$ cat config.mk
export PLATFORM = sky130hd
export DESIGN_NAME = fb_sram_arbiter
export DESIGN_NICKNAME = d
export VERILOG_FILES = /design/src/rtl/fb_sram_arbiter.sv
export SDC_FILE = /design/constraint.sdc
export NUM_CORES = 1
export LEC_CHECK = 0
export ABC_AREA = 1
export CAP_MARGIN = 20
export CORE_MARGIN = 2
export CORE_UTILIZATION = 53
export DETAILED_ROUTE_END_ITERATION = 10
export PLACE_DENSITY = 0.79
export SETUP_SLACK_MARGIN = 0.1
export SLEW_MARGIN = 15
export SYNTH_ARGS = -nofsm -noshare
export SYNTH_HDL_FRONTEND = slang
export SYNTH_SLANG_ARGS = --single-unit
$ cat constraint.sdc
create_clock -name clk -period 2.5 [get_ports clk]
set_clock_uncertainty 0.05 [all_clocks]
set_input_delay 0.25 -clock clk [delete_from_list [all_inputs] [get_ports clk]]
set_output_delay 0.25 -clock clk [all_outputs]
set_load 0.02 [all_outputs]
$ cat src/rtl/fb_sram_arbiter.sv
`default_nettype none
// +-----------------------------------------------------------------------------+
// | fb_sram_arbiter                                                             |
// | Framebuffer SRAM sequencer: priority video reads, posted CPU writes.        |
// | Optional: define FB_WR_STARVE_GUARD_EN to force a write after 4 reads.      |
// | Revision: 1.0                                                               |
// +-----------------------------------------------------------------------------+
module fb_sram_arbiter #(
    parameter int ADDR_W     = 15,
    parameter int DATA_W     = 8,
    parameter int FIFO_DEPTH = 4,
    parameter int WE_CYCLES  = 2
) (
    input  logic                          clk,
    input  logic                          rst,
    input  logic                          vid_req,
    input  logic [ADDR_W-1:0]             vid_addr,
    output logic                          vid_ack,
    output logic [DATA_W-1:0]             vid_data,
    output logic                          vid_valid,
    input  logic                          cpu_wr_valid,
    input  logic [ADDR_W-1:0]             cpu_wr_addr,
    input  logic [DATA_W-1:0]             cpu_wr_data,
    output logic                          cpu_wr_ready,
    output logic [$clog2(FIFO_DEPTH):0]   fifo_count,
    output logic [ADDR_W-1:0]             sram_a,
    output logic [DATA_W-1:0]             sram_dout,
    output logic                          sram_dout_en,
    input  logic [DATA_W-1:0]             sram_din,
    output logic                          sram_cs_n,
    output logic                          sram_oe_n,
    output logic                          sram_we_n,
    output logic                          bus_oe1_n,
    output logic                          bus_oe2_n
);

    localparam int PTR_W = $clog2(FIFO_DEPTH);
    localparam int CNT_W = PTR_W + 1;
    localparam int WE_W  = (WE_CYCLES > 1) ? $clog2(WE_CYCLES) : 1;

    typedef enum logic [2:0] {
        S_IDLE     = 3'd0,
        S_RD       = 3'd1,
        S_RD_CAP   = 3'd2,
        S_WR_SETUP = 3'd3,
        S_WR_PULSE = 3'd4,
        S_WR_HOLD  = 3'd5
    } state_t;

    state_t state, next_state;

    logic [ADDR_W-1:0] fifo_addr [FIFO_DEPTH];
    logic [DATA_W-1:0] fifo_data [FIFO_DEPTH];
    logic [PTR_W-1:0]  wr_ptr, rd_ptr, head_idx;
    logic [CNT_W-1:0]  count_next;
    logic [WE_W-1:0]   we_cnt;
    logic              push, pop, decide, pending, force_wr;
    logic              rd_d, wr_d;

    // Occupancy seen by the decision excludes the entry popping this cycle,
    // so a WR_HOLD -> WR_SETUP chain only happens when another entry exists.
    always_comb begin
        push       = cpu_wr_valid && cpu_wr_ready;
        pop        = (state == S_WR_HOLD);
        decide     = (state == S_IDLE) || (state == S_RD_CAP) || pop;
        pending    = pop ? (fifo_count > CNT_W'(1)) : (fifo_count != '0);
        head_idx   = pop ? rd_ptr + PTR_W'(1) : rd_ptr;
        count_next = fifo_count;
        if (push && !pop) begin
            count_next = fifo_count + CNT_W'(1);
        end else if (!push && pop) begin
            count_next = fifo_count - CNT_W'(1);
        end
    end

`ifdef FB_WR_STARVE_GUARD_EN
    logic [2:0] starve_cnt;

    assign force_wr = (starve_cnt >= 3'd4);

    always_ff @(posedge clk) begin
        if (rst) begin
            starve_cnt <= '0;
        end else if (fifo_count == '0) begin
            starve_cnt <= '0;
        end else if (decide && next_state == S_WR_SETUP) begin
            starve_cnt <= '0;
        end else if (decide && next_state == S_RD && pending && starve_cnt != 3'd7) begin
            starve_cnt <= starve_cnt + 3'd1;
        end
    end
`else
    assign force_wr = 1'b0;
`endif

    always_ff @(posedge clk) begin
        if (rst) begin
            state <= S_IDLE;
        end else begin
            state <= next_state;
        end
    end

    always_comb begin
        next_state = state;
        if (decide) begin
            if (pending && force_wr) begin
                next_state = S_WR_SETUP;
            end else if (vid_req) begin
                next_state = S_RD;
            end else if (pending) begin
                next_state = S_WR_SETUP;
            end else begin
                next_state = S_IDLE;
            end
        end else begin
            case (state)
                S_RD:       next_state = S_RD_CAP;
                S_WR_SETUP: next_state = S_WR_PULSE;
                S_WR_PULSE: if (we_cnt == WE_W'(WE_CYCLES - 1)) next_state = S_WR_HOLD;
                default:    next_state = S_IDLE;
            endcase
        end
        rd_d = (next_state == S_RD) || (next_state == S_RD_CAP);
        wr_d = (next_state == S_WR_SETUP) || (next_state == S_WR_PULSE) ||
               (next_state == S_WR_HOLD);
    end

    // Strobes are registered from the next state so they switch on the same
    // edge as the state register, with no input-to-pin combinational path.
    always_ff @(posedge clk) begin
        if (rst) begin
            sram_cs_n    <= 1'b1;
            sram_oe_n    <= 1'b1;
            sram_we_n    <= 1'b1;
            sram_dout_en <= 1'b0;
            bus_oe1_n    <= 1'b1;
            bus_oe2_n    <= 1'b1;
            vid_ack      <= 1'b0;
            vid_valid    <= 1'b0;
            vid_data     <= '0;
            sram_a       <= '0;
            sram_dout    <= '0;
            we_cnt       <= '0;
        end else begin
            sram_cs_n    <= !(rd_d || wr_d);
            sram_oe_n    <= !rd_d;
            sram_we_n    <= (next_state != S_WR_PULSE);
            sram_dout_en <= wr_d;
            bus_oe1_n    <= !rd_d;
            bus_oe2_n    <= !wr_d;
            vid_ack      <= (next_state == S_RD);
            vid_valid    <= (state == S_RD_CAP);
            if (state == S_RD_CAP) begin
                vid_data <= sram_din;
            end
            if (next_state == S_RD) begin
                sram_a <= vid_addr;
            end else if (next_state == S_WR_SETUP) begin
                sram_a    <= fifo_addr[head_idx];
                sram_dout <= fifo_data[head_idx];
            end
            we_cnt <= (state == S_WR_PULSE) ? we_cnt + WE_W'(1) : '0;
        end
    end

    always_ff @(posedge clk) begin
        if (push) begin
            fifo_addr[wr_ptr] <= cpu_wr_addr;
            fifo_data[wr_ptr] <= cpu_wr_data;
        end
    end

    always_ff @(posedge clk) begin
        if (rst) begin
            wr_ptr       <= '0;
            rd_ptr       <= '0;
            fifo_count   <= '0;
            cpu_wr_ready <= 1'b1;
        end else begin
            if (push) begin
                wr_ptr <= wr_ptr + PTR_W'(1);
            end
            if (pop) begin
                rd_ptr <= rd_ptr + PTR_W'(1);
            end
            fifo_count   <= count_next;
            cpu_wr_ready <= (count_next < CNT_W'(FIFO_DEPTH));
        end
    end

endmodule
`default_nettype wire

==> metrics.md <==
| Metric | Value |
|---|---|
| Status | completed |
| Worst path arrival time | 2490 ps |
| RSZ-0062 raised after global routing | no |
| Hold path cells | 3 |
| CP Class | reg -> reg |
| Synthesized Nets | 599 |
| Antenna violations before repair | 0 |
| Cell Area, Synth | 0.00575 mm^2 |
| Final Max Slew Viols | 0 |
| Largest net degree at the start of global routing | 48 |
| TritonCTS buffer count | 17 |
| Gpl congestion | 0.819 |
| Slew at the pin closest to its max-slew limit | 817 ps |
| Synth Area in XOR/XNOR | 0.566% |
| Clk buf depth | 2 |
| Crit path max fanout | 46 |
| Leak | 2.85 nW |
| Die Span Y | 108 um |
| Final Setup Violations | 0 |
| Initial Utilization | 53.8% |
| Synth Warn # | 0 |
| Main combinational cell family by area after synthesis | simple AND/OR/NAND/NOR gates |
| DR pass1 iterations | 5 |
| Simple-gate area share of the yosys netlist | 18.5% |
| Total GRT Usage | 22.3% |
| R2r startpoint | state[0] |
| DRC marker count from the first detailed-route iteration | 248 |
| Synth Instances | 539 |
| CTS tree | done |
| Average vias per placed instance | 5.18 |
| Number of global-route vias before repair | 3990 |
| R2R Path End | sram_a[7] |
| Multi-input gate area | 0.00167 mm^2 |
| Clock transition at path regs | 60 ps |
| Cts repair resizes | 0 |
| Worst path cell trace | nand3_4 -> nand2_1 -> nand2_2 -> inv_2 -> nand2_1 -> nand3_1 -> nand2_1 -> nand2_1 -> nand2_1 -> a21oi_1 |
| Unique masters post-synth | 30 |
| R2R Setup Slk | 410 ps |
| Sink Count | 142 |
| Setup bufs post-CTS | 0 |
| Overflow after GRT | 0 |
| Critical Path Start Type | register |
| PortBufs | 92 |
| Die W | 108 um |
| CP Buf/Inv Count | 1 |
| Compound-Gate Fraction of Synth Area | 7.66% |
| Rows | 38 |
| IO Count | 93 |
| Post-synthesis mux area share | 0% |
| First-pass GRT wire length | 19.9 mm |
| Wire length per cell | 15.8 um |
| DRT Wirelength | 12.5 mm |
| PwrDens | 845 mW/mm^2 |
| Critical path endpoint category | register |
| ANT nets after route | 0 |
| Hold endpoint | sram_a[1] |
| Nets@finish | 697 |
| Detailed placement HPWL | 7.82 mm |
| Commonest cells after routing, fill and taps aside | nand2_1, edfxtp_1, clkdlybuf4s50_1 |
| Placeable core area | 0.0107 mm^2 |
| Most frequent CP cell | nand2_1 |
| Most common cell after layout, fill and taps aside | nand2_1 |
| FF+latch area | 0.00376 mm^2 |
| Seq cells post-synth | 142 |
| Hold Crit Start | vid_addr[1] |
| Hold-fix buffers, CTS | 0 |
| Synthesized-area fraction occupied by adder cells | 2.18% |
| Sequential area share after synthesis | 65.4% |
| Layout cell share with drive strength beyond 1 | 12.3% |
| Crit-path slowest cell | inv_2 |
| Clock Latency Late Sink | 510 ps |
| Achievable frequency | 0.477 GHz |
| HP Class | in -> reg |
| Min Clock Period, post-route | 2090 ps |
| Overall Power | 6.24 mW |
| Max VDD drop | 0.481 mV |
| Period utilization | 83.8% |
| Top Family by Delay on Critical Path | simple AND/OR/NAND/NOR gates |
| Residual DRC | 0 |
| TNS Setup | 0 ps |
| Crit path required time | 2890 ps |
| Fin. Hold Viols | 0 |
| H-tree depth | 4 |
| Area growth syn-to-layout | 28.4% |
| Die Footprint | 0.0117 mm^2 |
| Clock root cell | clkbuf_8 |
| Relative slew slack | 45.4% |
| Filler cell count | 802 |
| Critical Path Max Stage Delay | 590 ps |
| Reg2reg path depth | 10 |
| Via count | 4089 |
| Antenna cells | 0 |
| # Max-Cap Violations | 0 |
| Post-Syn Area per Cell | 10.7 um^2 |
## metrics by stage
step / utilization [%] / hold slack, ps / area [um^2] / instances / worst slack, ps
final: 69.0 / 299 / 7380 / 790 / 405
after global routing: 69.0 / 289 / 7380 / 790 / 167
after CTS: 68.9 / 281 / 7370 / 789 / 134
after detailed placement: 63.4 / 372 / 6790 / 757 / 212
after global placement: 63.4 / 362 / 6790 / 757 / 278
after floorplan: - / 299 / 5750 / 539 / 387
## cell type report
type	count	area share [%]
sequential	142	51.0
timing repair buffer	102	13.5
multi-input combinational	324	22.6
clock buffer	18	5.66
inverter	50	2.54
tap	140	2.37
clock inverter	14	2.29
## registers in the layout, indices dropped and copies added (netlist names)
name and count:
sram_we_n 1, fifo_count 3, state 3, bus_oe2_n 1, rd_ptr 2, fifo_addr 60
vid_valid 1, vid_ack 1, fifo_data 32, we_cnt 1, sram_dout_en 1, sram_dout 8
sram_a 15, bus_oe1_n 1, sram_cs_n 1, vid_data 8, wr_ptr 2, cpu_wr_ready 1
## cell families after synthesis
kind of cell / count (synthesis)
AND/OR/NAND/NOR: 230
XOR/XNOR: 2
buffers and inverters: 73
adder cells (fa/ha/maj): 10
flip-flops: 142
AO/OA/AOI/OAI: 82
## tightest hold or removal path: cells and delay by family
family / cells / cell delay (ps)
buffers and inverters: 1 / 400
and+or+nand+nor: 2 / 160
## synthesized netlist by cell type, drive strengths merged
| library cell | n | share of area, % |
|---|---|---|
| a21oi | 29 | 2.7 |
| nor2 | 77 | 5.8 |
| clkbuf | 6 | 0.39 |
| nand4 | 1 | 0.11 |
| dfxtp | 50 | 17 |
| o211ai | 8 | 1.0 |
| o21ai | 44 | 3.8 |
| or2 | 2 | 0.22 |
| nand3 | 30 | 2.9 |
| buf | 17 | 2.0 |
| a211oi | 1 | 0.13 |
| ha | 10 | 2.2 |
| inv | 50 | 3.3 |
| nand2 | 105 | 7.4 |
| xnor2 | 1 | 0.28 |
| nor3 | 15 | 2.1 |
| edfxtp | 92 | 48 |
| xor2 | 1 | 0.28 |
## metal layers
| metal | track usage [%] | vias to the layer above | wire length, um |
|---|---|---|---|
| li1 | - | 2000 | - |
| met1 | 28.7 | 1911 | 5070 |
| met2 | 37.1 | 157 | 6250 |
| met3 | 5.12 | 21 | 930 |
| met4 | 8.52 | 0 | 224 |
| met5 | 0 | - | 0 |
## power by group
group | switching, mW | leakage (nW) | internal (mW)
registers | 0.0873 | 1.25 | 2.70
logic | 0.586 | 1.31 | 0.414
clock network | 0.935 | 0.279 | 1.52
## worst max-delay path by stage
stage               cells past startpoint               to    startpoint  slack [ps]
finish                                 10        sram_a[7]      state[0]         410
global route                           13       sram_a[14]      state[2]         170
CTS                                     9     sram_dout[6]      state[1]         130
detailed placement                      9     sram_dout[6]      state[1]         210
global placement                        9     sram_dout[6]      state[1]         280
floorplan                               2  fifo_addr[0][0]  cpu_wr_ready         390
Power figures use the tool's default switching activity.
